**src/rtl/sap1_datapath.sv**
```systemverilog
// SAP-1 datapath: PC, MAR, 16x8 RAM, IR, ACC, B, ALU and OUT on one shared W bus, plus a program-load port.
// Latency: the bus, the ALU and the RAM read are combinational. Register loads are visible one cycle after the enabling edge.
// Backpressure: none. low_halt=0 freezes the datapath state. prog_mode=1 freezes the registers and disables every bus driver.
// Ports: clk, low_clr (async clear); control word (inc, *_out_en, low_ld_*, sub_add, low_halt);
//        prog_mode/prog_we/prog_addr/prog_data (RAM fill); op_code, out_data, w_bus, carry, bus_err, halted.
module sap1_datapath #(
  parameter int DATA_W = 8,
  parameter int ADDR_W = 4
) (
  input  logic              clk,
  input  logic              low_clr,
  input  logic              inc,
  input  logic              pc_out_en,
  input  logic              low_ld_mar,
  input  logic              low_mem_out_en,
  input  logic              low_ld_ir,
  input  logic              low_ir_out_en,
  input  logic              low_ld_acc,
  input  logic              acc_out_en,
  input  logic              sub_add,
  input  logic              subadd_out_en,
  input  logic              low_ld_b_reg,
  input  logic              low_ld_out_reg,
  input  logic              low_halt,
  input  logic              prog_mode,
  input  logic              prog_we,
  input  logic [ADDR_W-1:0] prog_addr,
  input  logic [DATA_W-1:0] prog_data,
  output logic [3:0]        op_code,
  output logic [DATA_W-1:0] out_data,
  output logic [DATA_W-1:0] w_bus,
  output logic              carry,
  output logic              bus_err,
  output logic              halted
);

  localparam int DEPTH = 1 << ADDR_W;

  logic [ADDR_W-1:0] pc;
  logic [ADDR_W-1:0] mar;
  logic [DATA_W-1:0] ir;
  logic [DATA_W-1:0] acc;
  logic [DATA_W-1:0] b_reg;
  logic [DATA_W-1:0] out_reg;
  logic [DATA_W-1:0] ram [DEPTH];

  // Registers advance only when running: not halted and not loading a program.
  logic run_en;
  assign run_en = low_halt & ~prog_mode;

  // Effective bus drivers; program mode removes all of them from the bus.
  logic pc_drv, mem_drv, ir_drv, acc_drv, alu_drv;
  assign pc_drv  = pc_out_en       & ~prog_mode;
  assign mem_drv = ~low_mem_out_en & ~prog_mode;
  assign ir_drv  = ~low_ir_out_en  & ~prog_mode;
  assign acc_drv = acc_out_en      & ~prog_mode;
  assign alu_drv = subadd_out_en   & ~prog_mode;

  logic [4:0] drv_vec;
  logic       multi_drv;
  assign drv_vec   = {pc_drv, mem_drv, ir_drv, acc_drv, alu_drv};
  // Clearing the lowest set bit leaves something only if two or more drivers are on.
  assign multi_drv = |(drv_vec & (drv_vec - 5'd1));

  // Subtraction is ACC + ~B + 1, so bit DATA_W is the no-borrow flag (ACC >= B).
  logic [DATA_W-1:0] b_opnd;
  logic [DATA_W:0]   alu_sum;
  assign b_opnd  = sub_add ? ~b_reg : b_reg;
  assign alu_sum = {1'b0, acc} + {1'b0, b_opnd} + {{DATA_W{1'b0}}, sub_add};

  // Fixed-priority bus: PC > RAM > IR > ACC > ALU. An idle bus reads 0.
  always_comb begin
    w_bus = '0;
    if (pc_drv)       w_bus = DATA_W'(pc);
    else if (mem_drv) w_bus = ram[mar];
    else if (ir_drv)  w_bus = DATA_W'(ir[3:0]);
    else if (acc_drv) w_bus = acc;
    else if (alu_drv) w_bus = alu_sum[DATA_W-1:0];
  end

  always_ff @(posedge clk or negedge low_clr) begin
    if (!low_clr) begin
      pc      <= '0;
      mar     <= '0;
      ir      <= '0;
      acc     <= '0;
      b_reg   <= '0;
      out_reg <= '0;
      carry   <= 1'b0;
      bus_err <= 1'b0;
      halted  <= 1'b0;
    end else begin
      halted  <= ~low_halt;
      // Contention is still sampled while halted; it is sticky until clear.
      bus_err <= bus_err | multi_drv;
      if (run_en) begin
        if (inc)            pc      <= pc + 1'b1;
        if (!low_ld_mar)    mar     <= w_bus[ADDR_W-1:0];
        if (!low_ld_ir)     ir      <= w_bus;
        if (!low_ld_acc)    acc     <= w_bus;
        if (!low_ld_b_reg)  b_reg   <= w_bus;
        if (!low_ld_out_reg) out_reg <= w_bus;
        if (subadd_out_en)  carry   <= alu_sum[DATA_W];
      end
    end
  end

  // The RAM is not cleared by reset. A write that coincides with an active clear is dropped.
  always_ff @(posedge clk) begin
    if (low_clr && prog_mode && prog_we) ram[prog_addr] <= prog_data;
  end

  assign op_code  = ir[DATA_W-1 -: 4];
  assign out_data = out_reg;

endmodule
```
**config.mk**
```make
export PLATFORM = sky130hd
export DESIGN_NAME = sap1_datapath
export DESIGN_NICKNAME = d
export VERILOG_FILES = /design/src/rtl/sap1_datapath.sv
export SDC_FILE = /design/constraint.sdc
export NUM_CORES = 1
export LEC_CHECK = 0
export BUFFER_PORTS_ARGS = -buffer_cell sky130_fd_sc_hd__buf_4
export CORE_ASPECT_RATIO = 1.5
export CORE_MARGIN = 2
export CORE_UTILIZATION = 40
export DETAILED_ROUTE_END_ITERATION = 7
export HOLD_SLACK_MARGIN = 0.08
export SLEW_MARGIN = 25
export SYNTH_ARGS = -nofsm -noshare
export SYNTH_HDL_FRONTEND = slang
export SYNTH_SLANG_ARGS = --single-unit
```
**constraint.sdc**
```tcl
create_clock -name clk -period 3.63 [get_ports clk]
set_input_delay 0.363 -clock clk [delete_from_list [all_inputs] [get_ports clk]]
set_output_delay 0.363 -clock clk [all_outputs]
set_load 0.01 [all_outputs]
```
# Yosys cells after proc, flatten, opt, wreduce, memory -nomap -nowiden
# Memory sizes are Yosys's and may differ from the RTL's.
# Cells that the tools add are included.
# totals
ff_bits,43
mem_bits_rw,128
inputBits,29
out_inout_bits,23
wordCells,50
n_memories,1
# memory_table
name,depth,word_bits,rd,rd_ports_with_merged_regs,write_ports,line_no,text
ram,16,8,1,0,1,45,logic [DATA_W-1:0] ram [DEPTH];
# op_classes
add_sub_neg,4
n_mux,8
bitwise_logic,18
reduce_logical,10
# ops
operator,count
2-to-1 mux 8 bit,6
AND reduction 2 bit,7
adder 8 x 8 -> 9 bit,1
adder 9 x 1 -> 9 bit,1
NOT 1 bit,9
NOT 8 bit,1
AND 1 bit,6
AND 5 bit,1
OR reduction 5 bit,1
subtractor 5 x 1 -> 5 bit (second input constant),1
adder 4 x 1 -> 4 bit (second input constant),1
logical AND 1 bit,2
2-to-1 mux 1 bit,2
bitwise OR 1 bit,1

# Logic depth before layout (Yosys ltp)
# logic_depth
depth_word,9
mapped_depth,10
ltp_nobuf,9

# Least setup slack after synthesis
# OpenSTA, ideal clock, no wires.
# synth_timing
path_type,input-to-output
start,input sub_add
end,output w_bus[7]
arrival_ns,2.305
required_time_ns,3.267
path_slack_ns,0.962
path_stages,9
path_buffers,1
path_cell_list,buf_4 -> xor2_1 -> ha_1 -> nand2_1 -> or3b_1 -> a32oi_1 -> xnor2_1 -> o31ai_2 -> nor2b_1
# synth_via
elab_chain_len,8
# synth_rtl
item,line_no,text
"start, declared",20,"input logic sub_add,"
2-to-1 mux 8 bit,68,assign b_opnd = sub_add ? ~b_reg : b_reg;
adder 8 x 8 -> 9 bit,69,"assign alu_sum = {1'b0, acc} + {1'b0, b_opnd} + {{DATA_W{1'b0}}, sub_add};"
adder 9 x 1 -> 9 bit (*),69,
2-to-1 mux 8 bit (*),78,else if (alu_drv) w_bus = alu_sum[DATA_W-1:0];
2-to-1 mux 8 bit (*),77,else if (acc_drv) w_bus = acc;
2-to-1 mux 8 bit (*),76,else if (ir_drv) w_bus = DATA_W'(ir[3:0]);
2-to-1 mux 8 bit (*),75,else if (mem_drv) w_bus = ram[mar];
2-to-1 mux 8 bit (*),74,if (pc_drv) w_bus = DATA_W'(pc);
"end, declared",31,"output logic [DATA_W-1:0] w_bus,"
# Every way passes the cells marked *; elsewhere a longest branch is shown, timed or not.

# Final worst setup path
# layout_timing
start,register mar[1]
end,output w_bus[4]
# layout_via
elab_chain_len,3
# layout_rtl
item,line_no,text
"start, declared",40,logic [ADDR_W-1:0] mar;
"start signal, assigned",98,if (!low_ld_mar) mar <= w_bus[ADDR_W-1:0];
memory (16 x 8 bit),-,
2-to-1 mux 8 bit,75,
2-to-1 mux 8 bit,74,
# Every way passes these cells.

==> results.toml <==
[global_routing]
first_global_vias = 4772
grt_remaining_overflow = 0
global_route.usage.total_pct = 20.15
antenna_found_initial = 0
grt_max_degree = 44
grt_first_pass_wirelength_um = 28680

[placement]
finalWeightedCongestion = 0.9004
post-dp-hpwl_um = 13560
portBuffers = 51

[clock_network]
cts_tree = "built"
cts_root_buf = "sky130_fd_sc_hd__clkbuf_16"
cts.htree.levels = 4
worstSkewPairLatency_ps = 430
clock_pin_slew_of_the_registers_on_the_worst_case_setup_and_hold_paths_ps = 70
clockBufferDepth = 2
clkSinkCount = 171
post-cts-setup-buffer-count = 0
cts-resized-gates = 0
cts_made_buffers = 17
count_of_hold_fix_buffers_inserted_at_cts = 1

[power_and_ir_drop]
intPower_uw = 3553
p_leak_uw = 0.003315
seqPwrFrac_pct = 46.6
total_power_uw = 5049
power_density_nw_per_um2 = 569.2
power.net_switching_uw = 1495
power.ir.vdd_worst_v = 0.0003546
power_switching_share_pct = 29.62
comb_power_share_pct = 17.9
power.share.clock_pct = 35.5

[synth]
synth_top_cell_area_share_pct = 51.17
synth.net_count = 568
synth_top_cells_by_area = "sky130_fd_sc_hd__edfxtp_1, sky130_fd_sc_hd__dfrtp_1, sky130_fd_sc_hd__mux4_2, sky130_fd_sc_hd__mux4_1, sky130_fd_sc_hd__o21ai_0"
synth_area_leader = "sky130_fd_sc_hd__edfxtp_1"
synthesis.yosys.warnings = 0
yosys_most_used_dff = "sky130_fd_sc_hd__edfxtp_1"
syn_inst_count = 529
ys_seq_elements = 171
ys_seq_area_share_pct = 65.50
asyncSetResetFlopFracSynth_pct = 25.15
mappedNetlistArea_um2 = 7511
syn-mean-instance-area_um2 = 14.20
synth_unique_cells = 57
post_synth_edffs = 128

[floorplanning]
die_y_um = 171.8
die_area_um2 = 19910
core_region_area_um2 = 18470
ioPinCount = 52
placementRows = 61
floorplan.die.width_um = 115.9
start_util_pct = 40.67

[timing]
setup-violations-final = 0
tightestPinTransition_ps = 983.2
slew_viol_final = 0
relSlewSlack_pct = 34.21
max_freq_ghz = 0.2937
post-route-period-util_pct = 93.81
fin_crit_period_ps = 3405
whs_ps = 177.5
timing.final.hold_violations = 0
rsz_0062_raised_after_global_routing = "no"
fin_setup_tns_ps = 0
clock_skew_ps = 8.290

[hold_path]
hold_path_class = "input pin to flop"
worst_hold_startpoint = "low_halt"
worstHoldEndpoint = "halted$_DFF_PN0_"
timing.hold.worst_path_depth = 2

[setup_path]
critPathMaxStageDelay_ps = 780
critPathBufInv = 2
rr_endpoint = "b_reg[6]$_DFFE_PN0P_"
rr_startpoint = "b_reg[1]$_DFFE_PN0P_"
worst_path_max_delay_cell = "sky130_fd_sc_hd__dfrtp_1"
worstRegToRegCells = 10
required_ps = 3270
worst-path-max-fanout = 11
element_type_at_the_critical_path_end = "output port"
crit_family = "multiplexers"
path_class = "flop to output port"
worst_ep_arrival_time_ps = 3040
kind_of_start_point_of_the_critical_path = "flop"
worstPathCellList = "mux4_2, mux2i_1, nand2_1, and3_1, a22oi_1, inv_1, buf_4"
ff2ff_setup_slack_ps = 930

[finish]
mostFrequentLayoutCells = "sky130_fd_sc_hd__edfxtp_1, sky130_fd_sc_hd__buf_4, sky130_fd_sc_hd__nand2_1"
synthesis_to_layout_area_growth_pct = 18.09
layout.cells.most_common = "sky130_fd_sc_hd__edfxtp_1"
post_route_cells_drive_above_1_share_pct = 22.42
register_with_the_most_flip_flops = "ram"
nNetsFinal = 637
diodes = 0
largest_reg_flops = 128

[outcome]
outcome = "finished, final reports clean"

[routing]
drt-vias-per-instance = 5.396
drt-initial-drc-count = 481
first_pass_iters = 5
wl_um = 18870
post_drt_wl_per_cell_um = 21.86
drt_drc_violations_left = 0
routed-via-count = 4657
ant_nets = 0

[job]
timing.max_cap.violations = 0
==> power by group through the flow <==
stage | registers [uW] | clock network, uW | logic [uW]
after floorplan | 2310 | 0 | 616
after global placement | 2390 | 0 | 890
after detailed placement | 2390 | 0 | 906
after CTS | 2350 | 1820 | 910
after global routing | 2360 | 1910 | 988
final | 2350 | 1790 | 904
==> cell usage after synthesis, types with 2 or more instances <==
library cell,number
sky130_fd_sc_hd__edfxtp_1,128
sky130_fd_sc_hd__nand2_1,47
sky130_fd_sc_hd__dfrtp_1,43
sky130_fd_sc_hd__nor2_1,41
sky130_fd_sc_hd__o21ai_0,38
sky130_fd_sc_hd__inv_1,19
sky130_fd_sc_hd__a21oi_1,18
sky130_fd_sc_hd__mux2i_1,16
sky130_fd_sc_hd__mux4_2,15
sky130_fd_sc_hd__clkbuf_1,13
sky130_fd_sc_hd__mux4_1,11
sky130_fd_sc_hd__nor3_1,11
sky130_fd_sc_hd__ha_1,9
sky130_fd_sc_hd__nand3_1,8
sky130_fd_sc_hd__nor2b_1,8
sky130_fd_sc_hd__xor2_1,8
sky130_fd_sc_hd__nand2b_1,7
sky130_fd_sc_hd__a22o_1,6
sky130_fd_sc_hd__and3_1,6
sky130_fd_sc_hd__buf_2,6
sky130_fd_sc_hd__buf_4,6
sky130_fd_sc_hd__xnor2_1,6
sky130_fd_sc_hd__or2_2,5
sky130_fd_sc_hd__a2111oi_0,4
sky130_fd_sc_hd__a31oi_1,4
sky130_fd_sc_hd__mux2_2,4
sky130_fd_sc_hd__a32oi_1,3
sky130_fd_sc_hd__o211ai_1,3
sky130_fd_sc_hd__a21o_1,2
sky130_fd_sc_hd__buf_6,2
sky130_fd_sc_hd__nand3b_1,2
sky130_fd_sc_hd__nand4_1,2
sky130_fd_sc_hd__nor4_1,2
sky130_fd_sc_hd__o22ai_1,2
sky130_fd_sc_hd__o311ai_0,2
==> cell families after synthesis <==
kind of cell	Yosys count	synth area share, %
AO/OA/AOI/OAI	98	8.346
multiplexers	46	11.08
AND/OR/NAND/NOR	143	8.729
flip-flops	171	65.50
XOR/XNOR	14	1.633
adder cells (fa/ha/maj)	10	1.766
buffers and inverters	47	2.948
==> worst max path at each step <==
stage	start	endpoint	slack, ps	depth (start not counted)
after floorplan	sub_add	w_bus[7]	960	9
after global placement	sub_add	w_bus[7]	610	10
after detailed placement	sub_add	w_bus[7]	570	10
after CTS	mar[1]$_DFFE_PN0P_	w_bus[4]	230	7
after global routing	mar[1]$_DFFE_PN0P_	w_bus[4]	90	7
final	mar[1]$_DFFE_PN0P_	w_bus[4]	220	7
==> stage by stage <==
| stage | worst slack, ps | std cells | util, % | instance area, um^2 |
|---|---|---|---|---|
| 2_1_floorplan | 961.6 | 529 | - | 7511 |
| 3_3_place_gp | 609.3 | 830 | 44.76 | 8267 |
| 3_5_place_dp | 566.8 | 830 | 44.76 | 8267 |
| 4_1_cts | 233.6 | 863 | 48.01 | 8867 |
| 5_1_grt | 86.29 | 863 | 48.02 | 8870 |
| 6_report | 224.8 | 863 | 48.02 | 8870 |
==> per-layer routing <==
metal / vias to the layer above / part of all wire, % / track usage (%)
met5: - / 0 / 0
met4: 0 / 3.4 / 8.230
met3: 43 / 3.1 / 3.347
met2: 141 / 55 / 36.79
met1: 2327 / 39 / 23.18
li1: 2146 / - / -
==> layout make-up <==
type	count	area [um^2]
Sequential cell	171	4920
Fill cell	1633	9600
Clock buffer	17	425.4
Multi-Input combinational cell	311	2372
Tap cell	252	315.3
Inverter	19	71.32
Timing Repair Buffer	78	600.6
Clock inverter	15	165.2
Note: power is estimated with default switching activity, not from simulation.
